$ cat src/rtl/lcd_pkg.sv
// Shared constants and FSM state type for the LCD command feeder.
// Optional build macro: LCD_FEEDER_CMD_CHECK_EN (see lcd_cmd_feeder).
package lcd_pkg;

    localparam logic [3:0]  CMD_LOAD           = 4'd0;
    localparam int unsigned IMG_PIXELS_DEFAULT = 108;
    localparam int unsigned FIFO_DEPTH_DEFAULT = 4;

    typedef enum logic [1:0] {
        StIdle,
        StIssue,
        StStream,
        StGap
    } state_e;

    // Codes 8-15 fall outside the controller's command set.
    function automatic logic is_illegal(input logic [3:0] code);
        return code[3];
    endfunction

endpackage

$ cat src/rtl/lcd_cmd_fifo.sv
// Small circular FIFO for 4-bit host command codes; Depth must be a power of 2.
module lcd_cmd_fifo #(
    parameter int unsigned Depth = 4
) (
    input  logic       clk_i,
    input  logic       rst_ni,
    input  logic       push_i,
    input  logic [3:0] data_i,
    input  logic       pop_i,
    output logic       full_o,
    output logic       empty_o,
    output logic [3:0] head_o
);

    localparam int unsigned AW = $clog2(Depth);

    logic [3:0]    mem_q [Depth];
    logic [AW-1:0] wr_ptr_q, wr_ptr_d;
    logic [AW-1:0] rd_ptr_q, rd_ptr_d;
    logic [AW:0]   count_q, count_d;
    logic          do_push, do_pop;

    assign full_o  = (count_q == (AW + 1)'(Depth));
    assign empty_o = (count_q == '0);
    assign head_o  = mem_q[rd_ptr_q];

    // A push while full is dropped even if a pop frees a slot this cycle.
    assign do_push = push_i && !full_o;
    assign do_pop  = pop_i && !empty_o;

    always_comb begin
        wr_ptr_d = wr_ptr_q;
        rd_ptr_d = rd_ptr_q;
        count_d  = count_q;
        if (do_push) begin
            wr_ptr_d = wr_ptr_q + AW'(1);
        end
        if (do_pop) begin
            rd_ptr_d = rd_ptr_q + AW'(1);
        end
        if (do_push && !do_pop) begin
            count_d = count_q + (AW + 1)'(1);
        end else if (!do_push && do_pop) begin
            count_d = count_q - (AW + 1)'(1);
        end
    end

    always_ff @(posedge clk_i or negedge rst_ni) begin
        if (!rst_ni) begin
            wr_ptr_q <= '0;
            rd_ptr_q <= '0;
            count_q  <= '0;
        end else begin
            wr_ptr_q <= wr_ptr_d;
            rd_ptr_q <= rd_ptr_d;
            count_q  <= count_d;
        end
    end

    always_ff @(posedge clk_i) begin
        if (do_push) begin
            mem_q[wr_ptr_q] <= data_i;
        end
    end

endmodule

$ cat src/rtl/lcd_cmd_feeder.sv
// Queues host commands and feeds them to an LCD controller, streaming an image on LOAD.
// Define LCD_FEEDER_CMD_CHECK_EN to drop codes 8-15 and flag them on err_illegal.
module lcd_cmd_feeder
    import lcd_pkg::*;
#(
    parameter int unsigned FIFO_DEPTH = FIFO_DEPTH_DEFAULT,
    parameter int unsigned IMG_PIXELS = IMG_PIXELS_DEFAULT
) (
    input  logic       clk,
    input  logic       reset,
    input  logic [3:0] host_cmd,
    input  logic       host_push,
    output logic       host_full,
    output logic [6:0] img_addr,
    output logic       img_rd,
    input  logic [7:0] img_data,
    output logic [3:0] cmd,
    output logic       cmd_valid,
    output logic [7:0] datain,
    input  logic       busy,
    output logic       idle,
    output logic       err_overflow,
    output logic       err_illegal
);

    localparam logic [6:0] LAST_PIX = 7'(IMG_PIXELS - 1);

    state_e     state_q, state_d;
    logic [3:0] cmd_q, cmd_d;
    logic       cmd_valid_q, cmd_valid_d;
    logic       img_rd_q, img_rd_d;
    logic [6:0] img_addr_q, img_addr_d;
    logic [6:0] pix_q, pix_d;
    logic [6:0] pix_nxt;
    logic       load_q, load_d;
    logic       err_ovf_q, err_ovf_d;
`ifdef LCD_FEEDER_CMD_CHECK_EN
    logic       err_ill_q, err_ill_d;
`endif

    logic       fifo_full, fifo_empty, fifo_pop;
    logic [3:0] fifo_head;

    lcd_cmd_fifo #(
        .Depth (FIFO_DEPTH)
    ) u_fifo (
        .clk_i   (clk),
        .rst_ni  (reset),
        .push_i  (host_push),
        .data_i  (host_cmd),
        .pop_i   (fifo_pop),
        .full_o  (fifo_full),
        .empty_o (fifo_empty),
        .head_o  (fifo_head)
    );

    assign pix_nxt = pix_q + 7'd1;

    always_comb begin
        state_d     = state_q;
        cmd_d       = 4'd0;
        cmd_valid_d = 1'b0;
        img_rd_d    = 1'b0;
        img_addr_d  = 7'd0;
        pix_d       = pix_q;
        load_d      = load_q;
        fifo_pop    = 1'b0;
        err_ovf_d   = err_ovf_q | (host_push & fifo_full);
`ifdef LCD_FEEDER_CMD_CHECK_EN
        err_ill_d   = err_ill_q;
`endif
        unique case (state_q)
            StIdle: begin
                // Outputs are registered, so the ISSUE cycle is set up on entry.
                if (!fifo_empty && !busy) begin
                    fifo_pop = 1'b1;
                    state_d  = StIssue;
                    load_d   = (fifo_head == CMD_LOAD);
`ifdef LCD_FEEDER_CMD_CHECK_EN
                    if (is_illegal(fifo_head)) begin
                        err_ill_d = 1'b1;
                    end else begin
                        cmd_valid_d = 1'b1;
                        cmd_d       = fifo_head;
                    end
`else
                    cmd_valid_d = 1'b1;
                    cmd_d       = fifo_head;
`endif
                    if (fifo_head == CMD_LOAD) begin
                        img_rd_d   = 1'b1;
                        img_addr_d = 7'd0;
                    end
                end
            end
            StIssue: begin
                if (load_q) begin
                    state_d    = StStream;
                    pix_d      = 7'd0;
                    img_rd_d   = (LAST_PIX != 7'd0);
                    img_addr_d = 7'd1;
                end else begin
                    state_d = StGap;
                end
            end
            StStream: begin
                if (pix_q == LAST_PIX) begin
                    state_d = StGap;
                end else begin
                    pix_d = pix_nxt;
                    // Fetch one pixel ahead of the one being streamed.
                    if (pix_nxt < LAST_PIX) begin
                        img_rd_d   = 1'b1;
                        img_addr_d = pix_nxt + 7'd1;
                    end
                end
            end
            StGap: begin
                state_d = StIdle;
            end
            default: begin
                state_d = StIdle;
            end
        endcase
    end

    always_ff @(posedge clk or negedge reset) begin
        if (!reset) begin
            state_q     <= StIdle;
            cmd_q       <= 4'd0;
            cmd_valid_q <= 1'b0;
            img_rd_q    <= 1'b0;
            img_addr_q  <= 7'd0;
            pix_q       <= 7'd0;
            load_q      <= 1'b0;
            err_ovf_q   <= 1'b0;
        end else begin
            state_q     <= state_d;
            cmd_q       <= cmd_d;
            cmd_valid_q <= cmd_valid_d;
            img_rd_q    <= img_rd_d;
            img_addr_q  <= img_addr_d;
            pix_q       <= pix_d;
            load_q      <= load_d;
            err_ovf_q   <= err_ovf_d;
        end
    end

`ifdef LCD_FEEDER_CMD_CHECK_EN
    always_ff @(posedge clk or negedge reset) begin
        if (!reset) begin
            err_ill_q <= 1'b0;
        end else begin
            err_ill_q <= err_ill_d;
        end
    end
    assign err_illegal = err_ill_q;
`else
    assign err_illegal = 1'b0;
`endif

    assign cmd          = cmd_q;
    assign cmd_valid    = cmd_valid_q;
    assign img_rd       = img_rd_q;
    assign img_addr     = img_addr_q;
    assign err_overflow = err_ovf_q;
    assign host_full    = fifo_full;
    assign idle         = (state_q == StIdle) && fifo_empty;
    assign datain       = (state_q == StStream) ? img_data : 8'd0;

endmodule

$ cat config.mk
export PLATFORM = sky130hd
export DESIGN_NAME = lcd_cmd_feeder
export DESIGN_NICKNAME = d
export VERILOG_FILES = /design/src/rtl/lcd_pkg.sv /design/src/rtl/lcd_cmd_fifo.sv /design/src/rtl/lcd_cmd_feeder.sv
export SDC_FILE = /design/constraint.sdc
export NUM_CORES = 1
export LEC_CHECK = 0
export ABC_AREA = 0
export CAP_MARGIN = 20
export CORE_MARGIN = 3
export CORE_UTILIZATION = 48
export CTS_CLUSTER_SIZE = 8
export DETAILED_ROUTE_END_ITERATION = 7
export PLACE_DENSITY_LB_ADDON = 0.3
export SKIP_CTS_REPAIR_TIMING = 1
export SYNTH_ARGS = -nofsm -noshare
export SYNTH_HDL_FRONTEND = slang
export SYNTH_SLANG_ARGS = --single-unit
export TNS_END_PERCENT = 30
$ cat constraint.sdc
create_clock -name clk -period 2.1 [get_ports clk]
set_input_delay 0.21 -clock clk [delete_from_list [all_inputs] [get_ports clk]]
set_output_delay 0.21 -clock clk [all_outputs]
set_load 0.01 [all_outputs]
==> impl_metrics.toml <==
[timing]
timing.final.setup_violations = 0
finalCritPeriodShare_pct = 96.4
worst_clock_skew_ps = 8.81
timing.final.max_slew_violations = 0
holdWs_ps = 281
min_tclk_post_route_ps = 2020
achievable-frequency_mhz = 494
hold_violations = 0
rsz0062_at_grt = "no"

[final_layout]
finalNetCount = 289
antenna-diode-count = 0
mostFrequentLayoutCell = "clkdlybuf4s50_1"
most_frequent_cells_in_the_layout = "39 x clkdlybuf4s50_1, 30 x dfrtp_1, 18 x and2_1, 16 x edfxtp_1, 15 x buf_4"
layout-drive-gt1-share_pct = 16.0
instances_no_fill = 329
layout-area-overhead-vs-synth_pct = 27.9
final_cell_area_um2 = 3090

[power_and_ir_drop]
p_switching_uw = 572
power.density_nw_per_um2 = 682
share_clk_of_total_power_pct = 26.2
worst_ir_drop_vdd_v = 0.000563
power_report.internal_total_mw = 1.53
power_frac_comb_pct = 19.1
switching_fraction_pct = 27.2
seq_power_share_pct = 54.7
power.static_leakage_nw = 1.28

[placement]
io_buffer_count = 39
gp_routability_congestion = 0.903
place_hpwl_um = 3240
dpl_cell_area_um2 = 2990
dp.cells = 321

[route]
routedWlPerCell_um = 13.2
totalWireLength_um = 4360
postRouteAntennaNets = 0
detailedRoute.firstIterationViolations = 112
vias = 1707
drt-vias-per-instance = 5.19
drc = 0
detail_route.first_pass.iterations = 4

[synth]
portion_of_netlist_area_occupied_by_mux_cells_pct = 4.20
postSynthRegisterBits = 47
synth_simple_gate_area_share_pct = 16.9
number_of_synthesized_flops_with_an_enable_pin = 16
ys.flop_type = "dfrtp_1"
syn_avg_cell_area_um2 = 11.5
yosys_warnings = 0
synth_area_leaders = "dfrtp_1 32%, edfxtp_1 20%, ha_1 5.7%"
synth.yosys.seq_area_share_pct = 52.1
syn-instance-count = 209
synthesis.nets = 237
post_synth_fa_ha_maj_area_fraction_pct = 6.54
synth_compound_gate_area_share_pct = 11.4
async_set_reset_flop_share_out_of_synthesis_pct = 66.0
cell_type_with_the_largest_total_area_after_synthesis = "dfrtp_1"
synthXorXnorAreaFrac_pct = 5.45
dominant_combinational_cell_family_by_area_after_synthesis = "simple AND/OR/NAND/NOR gates"
netlist.area_leader.share_pct = 32.2
synth.distinct_cells = 50
netlist_area_um2 = 2410

[grt]
first_pass_grt_wire_length_um = 7490
antenna_found_initial = 0
groute.usage.overall_pct = 15.7
overflow = 0
grt_max_degree = 32
via_count_of_the_first_global_routing_pass = 1604

[worst_setup_path]
critical_path_required_ps = 2300
start_kind = "register"
critical_path_peak_fanout = 2
critical_path.endpoint_type = "register"
crit_type = "reg2reg"
critPathArrivalTime_ps = 2220

[clocking]
clk_transition_reported_paths_ps = 90
cts_htree_levels = 2
longest_clk_path_bufs = 2
cts_buffers = 5
cts.sinks = 47
clkLatencyLatePin_ps = 300
cts_root_buffer = "clkbuf_8"
tritoncts = "built"

[floorplan]
die-height_um = 76.9
row_count = 25
die_area_um2 = 5910
coreArea_um2 = 4790
initial_core_util_pct = 50.4
die_w_um = 76.9
io_pins = 41

[flow_run]
cap_viol_max_count = 0

[run_status]
outcome = "completed"

[min_path]
hold_class = "in2async"
kinds of logic (layout without fill, tap and decap cells):
logic type,count (synthesis),in the layout
other,1,1
muxes,5,5
and+or+nand+nor,70,70
DFF,47,47
adders and majority gates,12,12
xor gates and xnor gates,15,15
AOI/OAI and AO/OA,41,41
buffers and inverters,18,71
power groups by stage:
stage / clock network [mW] / logic (mW) / registers, mW
finish: 0.551 / 0.403 / 1.15
floorplan: 0 / 0.250 / 1.15
global placement: 0 / 0.392 / 1.16
CTS: 0.579 / 0.412 / 1.15
global route: 0.615 / 0.461 / 1.16
detailed placement: 0 / 0.413 / 1.17
synth_stat cells, types with 3 or more instances:
| cell | number |
|---|---|
| o21ai_1 | 13 |
| xor2_1 | 4 |
| nor2_1 | 9 |
| xnor2_1 | 11 |
| a21o_1 | 3 |
| ha_1 | 11 |
| inv_1 | 7 |
| mux4_2 | 4 |
| nand3_1 | 3 |
| nand2_1 | 12 |
| nor3b_1 | 6 |
| and3b_1 | 3 |
| and2_1 | 18 |
| edfxtp_1 | 16 |
| nand2b_1 | 5 |
| clkbuf_1 | 8 |
| a21oi_1 | 6 |
| dfrtp_1 | 31 |
final timing paths:
kind | from | endpoint | slack [ps] | cells past startpoint
min in group clk | err_overflow | err_overflow | 480 | 1
setup / recovery | state_q[0] | u_fifo.count_q[1] | 80 | 7
hold reg to reg | err_overflow | err_overflow | 480 | 1
max in group asynchronous | reset | u_fifo.rd_ptr_q[0] | 1510 | 2
hold / removal | reset | u_fifo.wr_ptr_q[0] | 280 | 2
setup reg to reg | state_q[0] | u_fifo.count_q[1] | 80 | 7
final cells by class:
type                            count  area (µm²)
Clock buffer                        5        68.8
Tap cell                           67        83.8
Timing Repair Buffer               55         523
Clock inverter                      3        22.5
Multi-Input combinational cell    144        1100
Sequential cell                    47        1260
Fill cell                         386        1700
Inverter                            8        30.0
sequential cells by signal (all words and copies together) (netlist names), 2 cells and up:
| register | count |
|---|---|
| cmd | 4 |
| u_fifo.mem_q | 16 |
| img_addr | 7 |
| u_fifo.count_q | 3 |
| u_fifo.rd_ptr_q | 2 |
| state_q | 2 |
| u_fifo.wr_ptr_q | 2 |
| pix_q | 7 |
worst max-delay path: stages (launching register included):
cell	delay, ps
dfrtp_1	380
inv_1	90
ha_2	180
or3b_4	400
ha_4	180
inv_2	40
fa_1	390
mux2_2	260
per-stage QoR:
step / power [mW] / util (%) / TNS, ps / worst slack, ps
6_report: 2.10 / 64.5 / 0 / 75.7
5_1_grt: 2.24 / 64.5 / 0 / 3.76
4_1_cts: 2.14 / 64.3 / -5.83 / -5.83
3_5_place_dp: 1.58 / 62.4 / 0 / 2.38
3_3_place_gp: 1.55 / 62.4 / 0 / 50.4
2_1_floorplan: 1.40 / - / -37.6 / -37.6
metal layers:
metal  vias up  GRT usage [%]  part of all wire, %
met3         5           3.52                  5.8
met5         -              0                    0
li1        845              -                    -
met4         0           4.53                  1.1
met1       813           23.3                   48
met2        44           23.1                   45
Note: power is estimated with default switching activity, not from simulation.
